===== src/rtl/serial_add_pkg.sv =====
// serial_add_pkg: state encodings and default width shared by the serial adder files
package serial_add_pkg;
    localparam logic [1:0] ST_IDLE  = 2'd0;
    localparam logic [1:0] ST_SHIFT = 2'd1;
    localparam logic [1:0] ST_DONE  = 2'd2;
    localparam int SERIAL_ADD_W_DEF = 8;
endpackage


===== src/rtl/fa.sv =====
// fa: single-bit full adder, the shared bit-slice of the serial adder
module fa (
    input  logic a,
    input  logic b,
    input  logic ci,
    output logic s,
    output logic co
);
    assign s  = a ^ b ^ ci;
    assign co = (a & b) | (ci & (a ^ b));
endmodule


===== src/rtl/serial_add_ctrl.sv =====
// serial_add_ctrl: bit-serial adder controller stepping one fa LSB-first per clock
// Define SERIAL_ADD_OVF_EN to add the registered signed-overflow output ovf.
module serial_add_ctrl
    import serial_add_pkg::*;
#(
    parameter int WIDTH = SERIAL_ADD_W_DEF
) (
    input  logic             clk,
    input  logic             rst,
    input  logic             start,
    input  logic [WIDTH-1:0] a,
    input  logic [WIDTH-1:0] b,
    input  logic             cin,
    output logic             busy,
    output logic             done,
    output logic [WIDTH-1:0] sum,
    output logic             cout
`ifdef SERIAL_ADD_OVF_EN
    ,
    output logic             ovf
`endif
);
    localparam int CW = (WIDTH > 1) ? $clog2(WIDTH) : 1;
    localparam logic [CW-1:0] CNT_LAST = CW'(WIDTH - 1);

    logic [1:0]       state_q, state_d;
    logic [WIDTH-1:0] a_sr_q, a_sr_d, b_sr_q, b_sr_d, ps_q, ps_d, sum_q, sum_d;
    logic [CW-1:0]    cnt_q, cnt_d;
    logic             carry_q, carry_d, cout_q, cout_d;
    logic             fa_s, fa_co, accept, last;

    fa u_fa (
        .a  (a_sr_q[0]),
        .b  (b_sr_q[0]),
        .ci (carry_q),
        .s  (fa_s),
        .co (fa_co)
    );

    assign accept = start && (state_q == ST_IDLE || state_q == ST_DONE);
    assign last   = cnt_q == CNT_LAST;

    always_comb begin
        state_d = state_q;
        a_sr_d  = a_sr_q;
        b_sr_d  = b_sr_q;
        ps_d    = ps_q;
        sum_d   = sum_q;
        cnt_d   = cnt_q;
        carry_d = carry_q;
        cout_d  = cout_q;
        if (state_q == ST_SHIFT) begin
            // widening by one bit keeps the shift-in legal for WIDTH=1
            ps_d    = WIDTH'({fa_s, ps_q} >> 1);
            a_sr_d  = a_sr_q >> 1;
            b_sr_d  = b_sr_q >> 1;
            carry_d = fa_co;
            cnt_d   = cnt_q + 1'b1;
            if (last) begin
                sum_d   = ps_d;
                cout_d  = fa_co;
                state_d = ST_DONE;
            end
        end else if (accept) begin
            a_sr_d  = a;
            b_sr_d  = b;
            carry_d = cin;
            cnt_d   = '0;
            state_d = ST_SHIFT;
        end else begin
            state_d = ST_IDLE;
        end
    end

    always_ff @(posedge clk or posedge rst) begin
        if (rst) begin
            state_q <= ST_IDLE;
            a_sr_q  <= '0;
            b_sr_q  <= '0;
            ps_q    <= '0;
            sum_q   <= '0;
            cnt_q   <= '0;
            carry_q <= 1'b0;
            cout_q  <= 1'b0;
        end else begin
            state_q <= state_d;
            a_sr_q  <= a_sr_d;
            b_sr_q  <= b_sr_d;
            ps_q    <= ps_d;
            sum_q   <= sum_d;
            cnt_q   <= cnt_d;
            carry_q <= carry_d;
            cout_q  <= cout_d;
        end
    end

`ifdef SERIAL_ADD_OVF_EN
    logic ovf_q, ovf_d;
    // carry_q on the last SHIFT cycle is the carry into the MSB
    assign ovf_d = (state_q == ST_SHIFT && last) ? (carry_q ^ fa_co) : ovf_q;
    always_ff @(posedge clk or posedge rst) begin
        if (rst) ovf_q <= 1'b0;
        else     ovf_q <= ovf_d;
    end
    assign ovf = ovf_q;
`endif

    assign busy = state_q == ST_SHIFT;
    assign done = state_q == ST_DONE;
    assign sum  = sum_q;
    assign cout = cout_q;
endmodule


===== config.mk =====
export PLATFORM = sky130hd
export DESIGN_NAME = serial_add_ctrl
export DESIGN_NICKNAME = d
export VERILOG_FILES = /design/src/rtl/serial_add_pkg.sv /design/src/rtl/fa.sv /design/src/rtl/serial_add_ctrl.sv
export SDC_FILE = /design/constraint.sdc
export NUM_CORES = 1
export LEC_CHECK = 0
export CORE_MARGIN = 4
export CORE_UTILIZATION = 45
export CTS_CLUSTER_SIZE = 10
export DETAILED_ROUTE_END_ITERATION = 6
export PLACE_DENSITY = 0.68
export SYNTH_ARGS = -nofsm -noshare
export SYNTH_HDL_FRONTEND = slang
export SYNTH_SLANG_ARGS = --single-unit

===== constraint.sdc =====
create_clock -name clk -period 1.92 [get_ports clk]
set_input_delay 0.384 -clock clk [delete_from_list [all_inputs] [get_ports clk]]
set_output_delay 0.384 -clock clk [all_outputs]
set_load 0.02 [all_outputs]

[Yosys cells after proc, flatten, opt, wreduce, memory -nomap -nowiden]
Index checks and enable logic that the tools add are counted.
Word-level totals
  input port bits: 20
  bits in registers: 39
  output and inout port bits: 11
  word-level logic and storage cells: 34
Cells by class
  reductions and logical operators: 5
  equality and inequality tests: 4
  multiplexer cells: 11
  add/subtract/negate cells: 1
  bitwise operators: 5
Operators by type and width (number)
  8-bit two-way mux: 4
  3-bit two-way mux: 2
  2-bit two-way mux: 2
  3-bit by 1-bit adder with 3-bit output (second input constant): 1
  3-bit equality test (second input constant): 1
  1-bit two-way mux: 3
  1-bit AND: 2
  2-bit by 1-bit equality test with 1-bit output (second input constant): 1
  2-bit equality test (second input constant): 1
  2-bit zero test: 1
  2-bit by 1-bit != test with 1-bit output (second input constant): 1
  2-bit AND reduction: 1
  2-bit nonzero test: 1
  1-bit bitwise XOR: 2
  1-bit logical AND: 1
  1-bit logical OR: 1
  1-bit OR: 1

[Depth between registers and ports, before layout]
  depth after elaboration: 5
  gate-level depth with buffers: 6
  depth with buffers taken out: 4

[Modules after synthesis]
From an unflattened synthesis, not the netlist that was laid out.
Unflattened totals
  cells, all modules: 152
  area, all modules: 1731.7 um^2
By module, submodules not included
  serial_add_ctrl: instances 1, sequential area each 950.9 um^2, cells each 151, area an instance 1711.6 um^2
  fa: instances 1, sequential area each 0.0 um^2, cells each 1, area an instance 20.0 um^2

[Worst setup path before layout]
OpenSTA, ideal clock, no wires.
  kind: register to register
  from: reg cnt_q[0]
  to: reg cout_q (netlist: cout)
  library setup time: 0.125 ns
  setup slack: 0.569 ns
  cell stages (with the launch flop): 5
  data arrival time: 1.225 ns
  cell sequence: dfrtp_1 ha_1 ha_1 nand2_8 mux2_4
Between the ends
  word-level cells in the longest chain between the ends: 2
RTL lines
  from (decl): RTL line serial_add_ctrl.sv:28  | logic [CW-1:0] cnt_q, cnt_d;
  from (signal assigned): RTL line serial_add_ctrl.sv:91  | cnt_q <= cnt_d;
  3-bit equality test: RTL line serial_add_ctrl.sv:41  | assign last = cnt_q == CNT_LAST;
  2-bit AND reduction (no source line)
  to (signal assigned): RTL line serial_add_ctrl.sv:93  | cout_q <= cout_d;
  to (decl): RTL line serial_add_ctrl.sv:29  | logic carry_q, carry_d, cout_q, cout_d;
No other way between the ends.
A chain may end at the register's enable or synchronous reset.

[Worst setup path after layout]
  from: reg state_q[1]
  to: out busy
Between the ends
  word-level cells in the longest chain between the ends: 1
RTL lines
  from (decl): RTL line serial_add_ctrl.sv:26  | logic [1:0] state_q, state_d;
  from (signal assigned): RTL line serial_add_ctrl.sv:86  | state_q <= state_d;
  2-bit by 1-bit equality test with 1-bit output: RTL line serial_add_ctrl.sv:108  | assign busy = state_q == ST_SHIFT;
  to (decl): RTL line serial_add_ctrl.sv:14  | output logic busy,
No other way between the ends.

==> flow_summary.ini <==
[run_status]
status = completed

[clock_network]
cts_setup_buffers = 0
cts_buffer_depth = 2
cts-hold-fix-buffers = 0
cts_root_buf = clkbuf_8
h-tree-depth = 2
cts_tree = yes
clk_pin_slew_ns = 0.07
clk_latency_ns = 0.29
ctsResizeCount = 1
clock_sinks = 38
cts_made_buffers = 5

[setup_path]
cp_data_required_time_ns = 1.54
cp_num_cells = 3
cp_max_fo = 2
endpoint = busy
cp_cell_sequence = nand2b_4, inv_4, clkdlybuf4s50_1
r2r_slack_ns = 0.46
path_buf_inv = 2
crit_family = buffers and inverters
max_stage_delay_ns = 0.59
regToRegStartpoint = state_q[0]$_DFFE_PP0P_
cp-startpoint = state_q[1]$_DFFE_PP0P_
worstSetupPathType = flop to output pin
cp.arrival_ns = 1.47
cpMaxStageDelayCell = clkdlybuf4s50_1
endpoint_kind = output pin
timing.rr.end = b_sr_q[6]$_DFFE_PP0P_
start_kind = flop
reg2reg_depth = 4

[final_layout]
num_antenna_cells = 0
area_growth_pct = 27.7
drive_gt1_frac = 0.164
final_nets = 205
postLayoutCellArea_sq_mm = 0.00213

[timing]
relSlewSlack = 0.669
timing.fmax_mhz = 540
setup_tns_ns = 0
finalClockSkew_ns = 0.00351
worst_pin_slew_ns = 0.496
min_period_ns = 1.85
drv_slew = 0
finalCritPeriodShare = 0.964
fin_hold_ws_ns = 0.491
setup_viol = 0
hold_viol_final = 0
rsz0062_at_grt = false

[worst_hold_path]
holdPathStages = 2
hold_class = flop to flop
min_from = ps_q[1]$_DFFE_PP0P_

[yosys]
syn_area_sq_mm = 0.00167
synth_fa_ha_area_frac = 0.0270
ys_seq_elements = 38
muxShareOfSynthArea = 0.105
yosys_warnings = 0
synth_top_family_by_area = simple AND/OR/NAND/NOR gates
synth_xor_area_frac = 0
syn-instance-count = 145
synth-simple-area-share = 0.158
synth-seq-area-share = 0.570
synth_nets = 168
yosysUniqueCellTypes = 24
synth_compound_area_frac = 0.0982
avgSynthCellArea_sq_um = 11.5

[power]
total_power_uw = 3540
max-vdd-ir-drop_v = 0.000863
leakage_uw = 0.000975
powerDensity_mw_per_mm2 = 1660

[global_routing]
grt_overflow = 0
grt_pass1_wl_microns = 5800
track_usage = 0.167
grt_pass1_vias = 1234
antenna_found_initial = 0
grt_start_max_net_pins = 39

[route]
wl_per_cell_microns = 14.0
avgViaCountPerCell = 5.12
dr.first_iter.drc_count = 34
drt.antenna.violating_nets = 0
vias = 1172
dr.pass1.iters = 4
drt-total-wl_microns = 3210
drc = 0

[placed_design]
dp_hpwl_microns = 2250
gp_congestion = 0.734
dpl-instance-area_sq_mm = 0.00204
portBuffers = 30

[floorplanning]
rows = 21
die_h_microns = 68.9
ios = 31
initial_core_util = 0.481
core_sq_mm = 0.00347
die_w_microns = 68.9
die-area_sq_mm = 0.00475

[run]
maxCapViolCount = 0
cell families after synthesis:
kind of cell,Yosys count
flip-flops,38
multiplexers,13
AND/OR/NAND/NOR,54
adder cells (fa/ha/maj),3
AO/OA/AOI/OAI,25
buffers and inverters,12
sequential cells by signal, summed over array words and instances (netlist names):
name / flops
carry_q: 1
cnt_q: 3
cout: 1
ps_q: 7
sum: 8
a_sr_q: 8
b_sr_q: 8
state_q: 2
power by group:
group | internal [uW] | switching (uW)
registers | 1180 | 243
clock network | 288 | 277
logic | 768 | 781
layout make-up:
class	count	area [sq um]
clock buffer	6	82.6
clock inverter	2	12.5
fill	317	1340
inverter	3	13.8
multi-input combinational	95	648
sequential	38	951
tap	46	57.6
timing repair buffer	39	367
cells in the mapped netlist (all sizes together):
cell type	instances	area share
buf	9	0.034
nor2b	6	0.024
nand3	1	0.0030
nand2	22	0.059
o22ai	11	0.041
dfrtp	38	0.57
ha	2	0.015
a211oi	4	0.018
nor3	11	0.033
a21oi	4	0.012
o21ai	2	0.0060
mux2i	4	0.024
fa	1	0.012
nor2	12	0.027
nand2b	2	0.012
a22o	4	0.021
mux2	9	0.081
inv	3	0.0082
metrics by stage:
stage / utilization / std cells / setup slack (ns)
after floorplan: - / 145 / 0.569
after global placement: 0.588 / 221 / 0.306
after detailed placement: 0.588 / 221 / 0.277
after CTS: 0.615 / 229 / 0.0501
after global routing: 0.615 / 229 / 0.00754
final: 0.615 / 229 / 0.0696
worst min-delay path, cell delays in order, from the launching register on:
cell and delay, ns:
dfrtp_1 0.35, nand2_1 0.05, nand2_1 0.06
layer usage:
| layer | vias to the layer above | wire length [microns] | share of wire | global-route usage |
|---|---|---|---|---|
| met5 | - | 0 | 0 | 0 |
| met4 | 0 | 18 | 0.0056 | 0.0511 |
| met3 | 2 | 159 | 0.050 | 0.0583 |
| met2 | 20 | 1600 | 0.50 | 0.263 |
| met1 | 572 | 1440 | 0.45 | 0.216 |
| li1 | 578 | - | - | - |
cell usage in the layout, fill, tap and decap left out:
| cell | count |
|---|---|
| a211oi_1 | 4 |
| a21oi_1 | 4 |
| a22o_1 | 4 |
| buf_4 | 9 |
| clkbuf_8 | 6 |
| clkdlybuf4s50_1 | 29 |
| clkinv_2 | 1 |
| clkinvlp_4 | 1 |
| dfrtp_1 | 38 |
| dlygate4sd2_1 | 1 |
| fa_1 | 1 |
| ha_1 | 2 |
| inv_1 | 2 |
| inv_4 | 1 |
| mux2_4 | 9 |
| mux2i_1 | 4 |
| nand2_1 | 21 |
| nand2_8 | 1 |
| nand2b_1 | 1 |
| nand2b_4 | 1 |
| nand3_1 | 1 |
| nor2_1 | 12 |
| nor2b_1 | 5 |
| nor2b_2 | 1 |
| nor3_1 | 11 |
| o21ai_0 | 2 |
| o22ai_1 | 11 |
worst min path at each step:
stage	end	slack, ns
6_report	ps_q[1]$_DFFE_PP0P_	0.49
4_1_cts	ps_q[1]$_DFFE_PP0P_	0.50
3_5_place_dp	ps_q[1]$_DFFE_PP0P_	0.48
2_1_floorplan	ps_q[1]$_DFFE_PP0P_	0.45
5_1_grt	sum[0]$_DFFE_PP0P_	0.52
3_3_place_gp	ps_q[1]$_DFFE_PP0P_	0.46
Power figures use the tool's default switching activity.
